File: src/rtl/rf_copy_engine.sv
`default_nettype none
// ============================================================================
// Module      : rf_copy_engine
// Description : Command-driven block mover for a 2-read/1-write register
//               file. Accepts one command at a time (copy, add, clear),
//               streams one word per cycle through the register file ports
//               with memmove-style direction selection, then pulses done.
// Revision    : 1.0 - initial release
// ============================================================================
module rf_copy_engine #(
  parameter int BW_DATA = 32,
  parameter int BW_ADDR = 5
) (
  input  logic               i_clk,
  input  logic               i_rstn,
  // command channel
  input  logic               i_cmd_valid,
  output logic               o_cmd_ready,
  input  logic [1:0]         i_cmd_op,
  input  logic [BW_ADDR-1:0] i_cmd_src,
  input  logic [BW_ADDR-1:0] i_cmd_dst,
  input  logic [BW_ADDR:0]   i_cmd_len,
  // status
  output logic               o_busy,
  output logic               o_done,
  // register file ports
  output logic [BW_ADDR-1:0] o_rf_rd_addr0,
  output logic [BW_ADDR-1:0] o_rf_rd_addr1,
  input  logic [BW_DATA-1:0] i_rf_rd_data0,
  input  logic [BW_DATA-1:0] i_rf_rd_data1,
  output logic [BW_DATA-1:0] o_rf_wr_data,
  output logic [BW_ADDR-1:0] o_rf_wr_addr,
  output logic               o_rf_wr_en
);

  // Operation encodings; 2'b11 falls through to copy.
  localparam logic [1:0] c_OP_ADD   = 2'b01;
  localparam logic [1:0] c_OP_CLEAR = 2'b10;

  localparam logic [BW_ADDR:0] c_LEN_ZERO = '0;
  localparam logic [BW_ADDR:0] c_LEN_ONE  = {{BW_ADDR{1'b0}}, 1'b1};

  typedef enum logic [1:0] {
    ST_IDLE = 2'd0,
    ST_RUN  = 2'd1,
    ST_DONE = 2'd2
  } state_t;

  state_t r_state;
  state_t w_state_nxt;

  // Latched command
  logic [1:0]         r_op;
  logic [BW_ADDR-1:0] r_src;
  logic [BW_ADDR-1:0] r_dst;
  logic               r_desc;
  // Current word index and words still to be written (including current)
  logic [BW_ADDR-1:0] r_idx;
  logic [BW_ADDR:0]   r_remain;

  logic               w_accept;
  logic               w_run;
  logic               w_last;
  logic [BW_ADDR-1:0] w_diff;
  logic               w_desc;
  logic [BW_ADDR-1:0] w_len_m1;
  logic [BW_ADDR-1:0] w_src_addr;
  logic [BW_ADDR-1:0] w_dst_addr;

  assign w_accept = i_cmd_valid && (r_state == ST_IDLE);
  assign w_run    = (r_state == ST_RUN);
  assign w_last   = (r_remain == c_LEN_ONE);

  // Distance from source to destination, modulo the register file depth.
  // If the destination starts inside the source block, walking downwards
  // reads each source word before it can be overwritten.
  assign w_diff   = i_cmd_dst - i_cmd_src;
  assign w_desc   = (w_diff != '0) && ({1'b0, w_diff} < i_cmd_len);
  // Low bits of len-1; for a full-depth length this wraps to the top index.
  assign w_len_m1 = i_cmd_len[BW_ADDR-1:0] - 1'b1;

  assign w_src_addr = r_src + r_idx;
  assign w_dst_addr = r_dst + r_idx;

  // State register
  always_ff @(posedge i_clk or negedge i_rstn) begin
    if (!i_rstn) begin
      r_state <= ST_IDLE;
    end else begin
      r_state <= w_state_nxt;
    end
  end

  // Next-state decode and handshake/status outputs
  always_comb begin
    w_state_nxt = r_state;
    o_cmd_ready = 1'b0;
    o_busy      = 1'b0;
    o_done      = 1'b0;
    o_rf_wr_en  = 1'b0;
    case (r_state)
      ST_IDLE: begin
        o_cmd_ready = 1'b1;
        if (i_cmd_valid) begin
          w_state_nxt = (i_cmd_len == c_LEN_ZERO) ? ST_DONE : ST_RUN;
        end
      end
      ST_RUN: begin
        o_busy     = 1'b1;
        o_rf_wr_en = 1'b1;
        if (w_last) begin
          w_state_nxt = ST_DONE;
        end
      end
      ST_DONE: begin
        o_busy      = 1'b1;
        o_done      = 1'b1;
        w_state_nxt = ST_IDLE;
      end
      default: begin
        w_state_nxt = ST_IDLE;
      end
    endcase
  end

  // Command latch at acceptance, index/count stepping while running
  always_ff @(posedge i_clk or negedge i_rstn) begin
    if (!i_rstn) begin
      r_op     <= 2'b00;
      r_src    <= '0;
      r_dst    <= '0;
      r_desc   <= 1'b0;
      r_idx    <= '0;
      r_remain <= '0;
    end else if (w_accept) begin
      r_op     <= i_cmd_op;
      r_src    <= i_cmd_src;
      r_dst    <= i_cmd_dst;
      r_desc   <= w_desc;
      r_idx    <= w_desc ? w_len_m1 : '0;
      r_remain <= i_cmd_len;
    end else if (w_run) begin
      r_remain <= r_remain - c_LEN_ONE;
      r_idx    <= r_desc ? (r_idx - 1'b1) : (r_idx + 1'b1);
    end
  end

  // Addresses depend only on registers; held at zero outside RUN
  always_comb begin
    o_rf_rd_addr0 = '0;
    o_rf_rd_addr1 = '0;
    o_rf_wr_addr  = '0;
    if (w_run) begin
      o_rf_rd_addr0 = w_src_addr;
      o_rf_rd_addr1 = w_dst_addr;
      o_rf_wr_addr  = w_dst_addr;
    end
  end

  // Write data combines same-cycle read data according to the latched op
  always_comb begin
    o_rf_wr_data = '0;
    if (w_run) begin
      case (r_op)
        c_OP_ADD:   o_rf_wr_data = i_rf_rd_data0 + i_rf_rd_data1;
        c_OP_CLEAR: o_rf_wr_data = '0;
        default:    o_rf_wr_data = i_rf_rd_data0;
      endcase
    end
  end

endmodule
`default_nettype wire

File: config.mk
export PLATFORM = sky130hd
export DESIGN_NAME = rf_copy_engine
export DESIGN_NICKNAME = d
export VERILOG_FILES = /design/src/rtl/rf_copy_engine.sv
export SDC_FILE = /design/constraint.sdc
export NUM_CORES = 1
export LEC_CHECK = 0
export CORE_MARGIN = 5
export CORE_UTILIZATION = 48
export DETAILED_ROUTE_END_ITERATION = 8
export HOLD_SLACK_MARGIN = 0.1
export PLACE_DENSITY = 0.91
export SLEW_MARGIN = 25
export SYNTH_ARGS = -nofsm -noshare
export SYNTH_HDL_FRONTEND = slang
export SYNTH_SLANG_ARGS = --single-unit
File: constraint.sdc
create_clock -name i_clk -period 4.14 [get_ports i_clk]
set_input_delay 0.621 -clock i_clk [delete_from_list [all_inputs] [get_ports i_clk]]
set_output_delay 0.621 -clock i_clk [all_outputs]
set_load 0.005 [all_outputs]
==> metrics, run 1 <==
status finished, final reports clean; Critical R2R Launch r_state[1]$_DFFE_PN0P_; fmax 0.249 GHz; Hold WC Path Type input port to asynchronous set/reset pin; layout net count 839; Worst EP arrival 3.40 ns; top_reg_cell synth dfrtp_1; Mapped Cells 538; final hold vios 0; CP max stage cell clkdlybuf4s50_1; clock slew at reported path FFs 0.09 ns; Commonest cells post-synth 70 x nand2_1, 57 x ha_1, 45 x a21oi_1; Non-Filler Instances 799; Least-Margin Pin Slew 0.726 ns; via count 4651; clk root buf clkbuf_8; Post-synth EDFFs 0; critical path's top delay family buffers and inverters; initial antenna violation count 0; critical path type input port to output port; number of global-route vias before repair 4673; crit start category input port; routed wl met3 894 um; Vias/cell 5.82; Total GRT Usage 0.243; share of the synthesized area in the top cell type 0.172; total wire length 13500 um; height of the die 103 um; Max Clock Skew 0.00443 ns; Inserted Diodes 0; clock buffer depth 2; worst-path fanout max 4; I/O pins 136; Max transition margin 0.503; worst hold slack 0.333 ns; CTS Buf Count 3; Starting Density 0.483; CTS tree done; placed cell area 5800 um^2; DR iter-0 viols 143; core area 8590 um^2; IR drop worst, VDD 460 uV; Die X 103 um; dominant cells by area after synthesis ha_1 17%, dfrtp_1 16%, nand2_1 6.3%, a21oi_1 5.4%, xnor2_1 5.1%; WL/cell 16.9 um; worst path bufs/invs 3; H-Tree Depth 1; cts hold-fix bufs 0; syn_nets 685; slowest stage delay, CP 0.53 ns; GP Congestion 0.900; Initial DRT Pass Iterations 5; Fill cells 637; max_cap viols 0; WL met1 5190 um; Post-synth ARST share 1.00; met2 wire len 6980 um; final setup margin 0.123 ns; most frequent cell after synthesis nand2_1; Top Layer Used met4; Post-Syn Area 4150 um^2; worst r2r dst r_remain[5]$_DFFE_PN0P_; Final min period 4.02 ns; Pwr Total 2830 uW; post-place setup slack -0.512 ns; Seq/Total Area, Yosys 0.157; Pleak 0.00280 uW; worst-path cell chain clkdlybuf4s50_1, ha_4, o211ai_1, o211ai_1, a21oi_2, o21ai_2, and3_4, o21ai_2, buf_4, xor2_1, o21ai_1, clkdlybuf4s50_1; Area growth syn-to-layout 45.8%; top cell type by total area after synthesis ha_1; Post-DP HPWL 10600 um; Avg Cell Area, Syn 7.72 um^2; Synth Warn # 0; Final Cell Area 6050 um^2; layout cell share with drive strength beyond 1 0.130; crit path from i_rf_rd_data1[4]; P per Cell Area 467 nW/um^2; Rows 34; max-slew violations 0; global-route wire length before repair 21200 um; Req. time, crit path 3.52 ns; DRC Markers 0; CTS Sinks 26; Port Buffers 135; Setup violations, final 0; Worst Reg2Reg Path Length in Cells 7; ANT nets after route 0; crit path capture type output port; Placed Instances 791; total gr overflow 0; RSZ-0062 raised after global routing yes; Yosys cell types 58; pin count of the biggest net entering global routing 46; Synth Register Bits 26; Reg2Reg Setup Slack 2.03 ns; die area 10600 um^2; later-pin clock latency in the skew report 0.28 ns; Tcrit/Tclk final 0.970
[power by group]
group          total [uW]  internal [uW]  switching (uW)
registers             517            381             136
clock network         214            130            84.6
logic                2090           1070            1020
total                2830           1580            1240
[flip-flops by register name, indices dropped and copies added (netlist names)]
signal    cells
r_op          2
r_state       2
r_remain      6
r_dst         5
r_idx         5
r_desc        1
r_src         5
[stage by stage]
step / util / TNS [ns]
floorplan: - / 0
global placement: 0.676 / -3.17
detailed placement: 0.675 / -4.81
CTS: 0.697 / 0
global route: 0.705 / -0.0513
finish: 0.705 / 0
[per-layer routing]
| layer | vias up | track usage |
|---|---|---|
| li1 | 2230 | - |
| met1 | 2204 | 0.272 |
| met2 | 180 | 0.463 |
| met3 | 37 | 0.0257 |
| met4 | 0 | 0.0966 |
| met5 | - | 0 |
[cell usage in the layout (no fill, tap or decap), types with 19 or more instances in the layout]
master / count
xor2_1: 23
o21ai_1: 19
nor2b_1: 19
a21o_1: 25
clkdlybuf4s50_1: 114
a21oi_1: 41
o21ai_0: 19
nand2_1: 70
dfrtp_1: 26
ha_1: 53
inv_1: 26
nor2_1: 22
buf_4: 43
xnor2_1: 23
[what timing repair did]
action                                  in CTS  in global routing
buffers inserted                             2                  2
pin swaps                                   19                 12
endpoints found under the setup margin      16                 15
gates resized for setup                     33                 24
[worst max-delay path by stage]
stage / endpoint / cells after the start
2_1_floorplan: o_rf_wr_data[28] / 12
6_report: o_rf_wr_data[25] / 12
3_3_place_gp: o_rf_wr_data[28] / 14
4_1_cts: o_rf_wr_data[28] / 14
3_5_place_dp: o_rf_wr_data[28] / 14
5_1_grt: o_rf_wr_data[25] / 12
[kinds of logic (layout without fill, tap and decap cells)]
logic type      count (synthesis)  count (layout)  share of synthesized area
buf+inv                        56             209                     0.0557
simple gates                  164             164                      0.194
mux                             2               2                    0.00482
compound gates                180             180                      0.290
fa+ha+maj                      62              62                      0.196
xor+xnor                       48              48                      0.103
flops                          26              26                      0.157
[cell type report]
| cell class | instances | area, um^2 | area share |
|---|---|---|---|
| multi-input cells | 456 | 3440 | 0.567 |
| repair buffers | 179 | 1660 | 0.275 |
| flip-flops and latches | 26 | 651 | 0.107 |
| well taps | 108 | 135 | 0.0223 |
| inverters | 26 | 97.6 | 0.0161 |
| clock buffers | 3 | 41.3 | 0.00682 |
| clock inverters | 1 | 30.0 | 0.00496 |
Power figures use the tool's default switching activity.
==> run 2: changes to the inputs <==
SLEW_MARGIN = default   (was 25)
==> run 2 against run 1 <==
Maximum frequency hardly changed. Combinational power about the same. Non-clock buffer count grew 1. Register-to-register slack gained 0.07 ns. Clock skew grew 0.00096 ns. Worst hold slack improved by 0.17 ns. Flip-flop and latch count is the same. Clock-buffer cell count unchanged. Critical endpoint is now o_rf_wr_data[31].
==> metrics, run 2 (synthesis results as in run 1) <==
later-pin clock latency in the skew report 0.28 ns; via count 4574; CTS tree done; final setup margin 0.121 ns; core area 8590 um^2; height of the die 103 um; Max Clock Skew 0.00539 ns; clk root buf clkbuf_8; crit start category input port; H-Tree Depth 1; Setup violations, final 0; post-place setup slack -0.518 ns; I/O pins 136; critical path type input port to output port; CTS Buf Count 3; cts hold-fix bufs 0; WL/cell 16.4 um; Final Cell Area 6090 um^2; Rows 34; pin count of the biggest net entering global routing 46; max_cap viols 0; Largest register FFs 6; ANT nets after route 0; Final min period 4.02 ns; Port Buffers 135; initial antenna violation count 0; clock buffer depth 2; max-slew violations 0; most flop-heavy register r_remain; die area 10600 um^2; clock slew at reported path FFs 0.09 ns; CTS Sinks 26; status finished, final reports clean; number of global-route vias before repair 4551; most frequent cells in the layout 116 x clkdlybuf4s50_1, 70 x nand2_1, 50 x ha_1; layout net count 840; global-route wire length before repair 20600 um; layout cell share with drive strength beyond 1 0.124; fmax 0.249 GHz; Post-DP HPWL 10600 um; placed cell area 5810 um^2; Sequential Area 651 um^2; P per Cell Area 463 nW/um^2; Pleak 0.00282 uW; GP Congestion 0.900; total gr overflow 0; area of the multi-input gates 3440 um^2; Max transition margin 0.219; most common cell after layout, fill and taps aside clkdlybuf4s50_1; Starting Density 0.483; worst hold slack 0.498 ns; Area growth syn-to-layout 46.6%; Tcrit/Tclk final 0.971; Fill cells 649; Worst EP arrival 3.40 ns; Req. time, crit path 3.52 ns; RSZ-0062 raised after global routing yes; Inserted Diodes 0; final hold vios 0; Initial DRT Pass Iterations 5; DR iter-0 viols 151; total wire length 13100 um; Die X 103 um; IR drop worst, VDD 374 uV; Vias/cell 5.72; Hold WC Path Type flop to flop; Least-Margin Pin Slew 1.17 ns; worst-path fanout max 4; DRC Markers 0; crit path capture type output port; Total GRT Usage 0.237
run 2: power by group:
part	internal (uW)	switching (uW)	total [uW]
registers	381	132	513
logic	1080	1010	2090
clock network	130	82.3	212
total	1590	1230	2820
run 2: worst paths after layout:
kind | from | cells past startpoint | slack [ns] | end
min | r_src[3]$_DFFE_PN0P_ | 2 | 0.50 | r_src[3]$_DFFE_PN0P_
min reg2reg | r_src[3]$_DFFE_PN0P_ | 2 | 0.50 | r_src[3]$_DFFE_PN0P_
max | i_rf_rd_data1[4] | 14 | 0.12 | o_rf_wr_data[31]
min in group asynchronous | i_rstn | 1 | 0.96 | r_dst[4]$_DFFE_PN0P_
max reg2reg | r_state[1]$_DFFE_PN0P_ | 7 | 2.10 | r_remain[5]$_DFFE_PN0P_
max in group asynchronous | i_rstn | 1 | 2.48 | r_desc$_DFFE_PN0P_
run 2: what timing repair did:
action                     CTS  global route
setup endpoints to repair   16            15
pin swaps                   17            14
buffers inserted             5             0
resized for setup           28            22
run 2: metrics by stage:
| step | TNS [ns] | util | total power [uW] | instances |
|---|---|---|---|---|
| after global routing | -0.0293 | 0.709 | 3060 | 800 |
| after CTS | 0 | 0.696 | 2810 | 800 |
| after detailed placement | -4.92 | 0.676 | 2560 | 791 |
| final | 0 | 0.709 | 2820 | 800 |
| after floorplan | 0 | - | 1760 | 538 |
| after global placement | -3.17 | 0.676 | 2470 | 791 |
run 2: area by class of cell:
class	instances	share of cell area
clock inverters	1	0.00493
clock buffers	3	0.00678
flip-flops and latches	26	0.107
multi-input cells	456	0.566
inverters	26	0.0160
repair buffers	180	0.277
well taps	108	0.0222
run 2: layer usage:
layer  track usage  part of all wire  up-vias
met5             0                 0        -
met4        0.0857             0.029        0
met3        0.0230             0.064       36
met2         0.453              0.53      169
met1         0.270              0.38     2143
li1              -                 -     2226
run 2: worst max-delay path, stage by stage:
cell and delay [ns]:
clkdlybuf4s50_1 0.47, ha_4 0.33, o211ai_1 0.11, o211ai_1 0.28, buf_4 0.19, a21oi_4 0.05, o21ai_2 0.16, buf_4 0.15
a311oi_2 0.10, o21ai_2 0.20, xor2_1 0.20, o21bai_1 0.08, a22o_1 0.19, dlygate4sd2_1 0.26
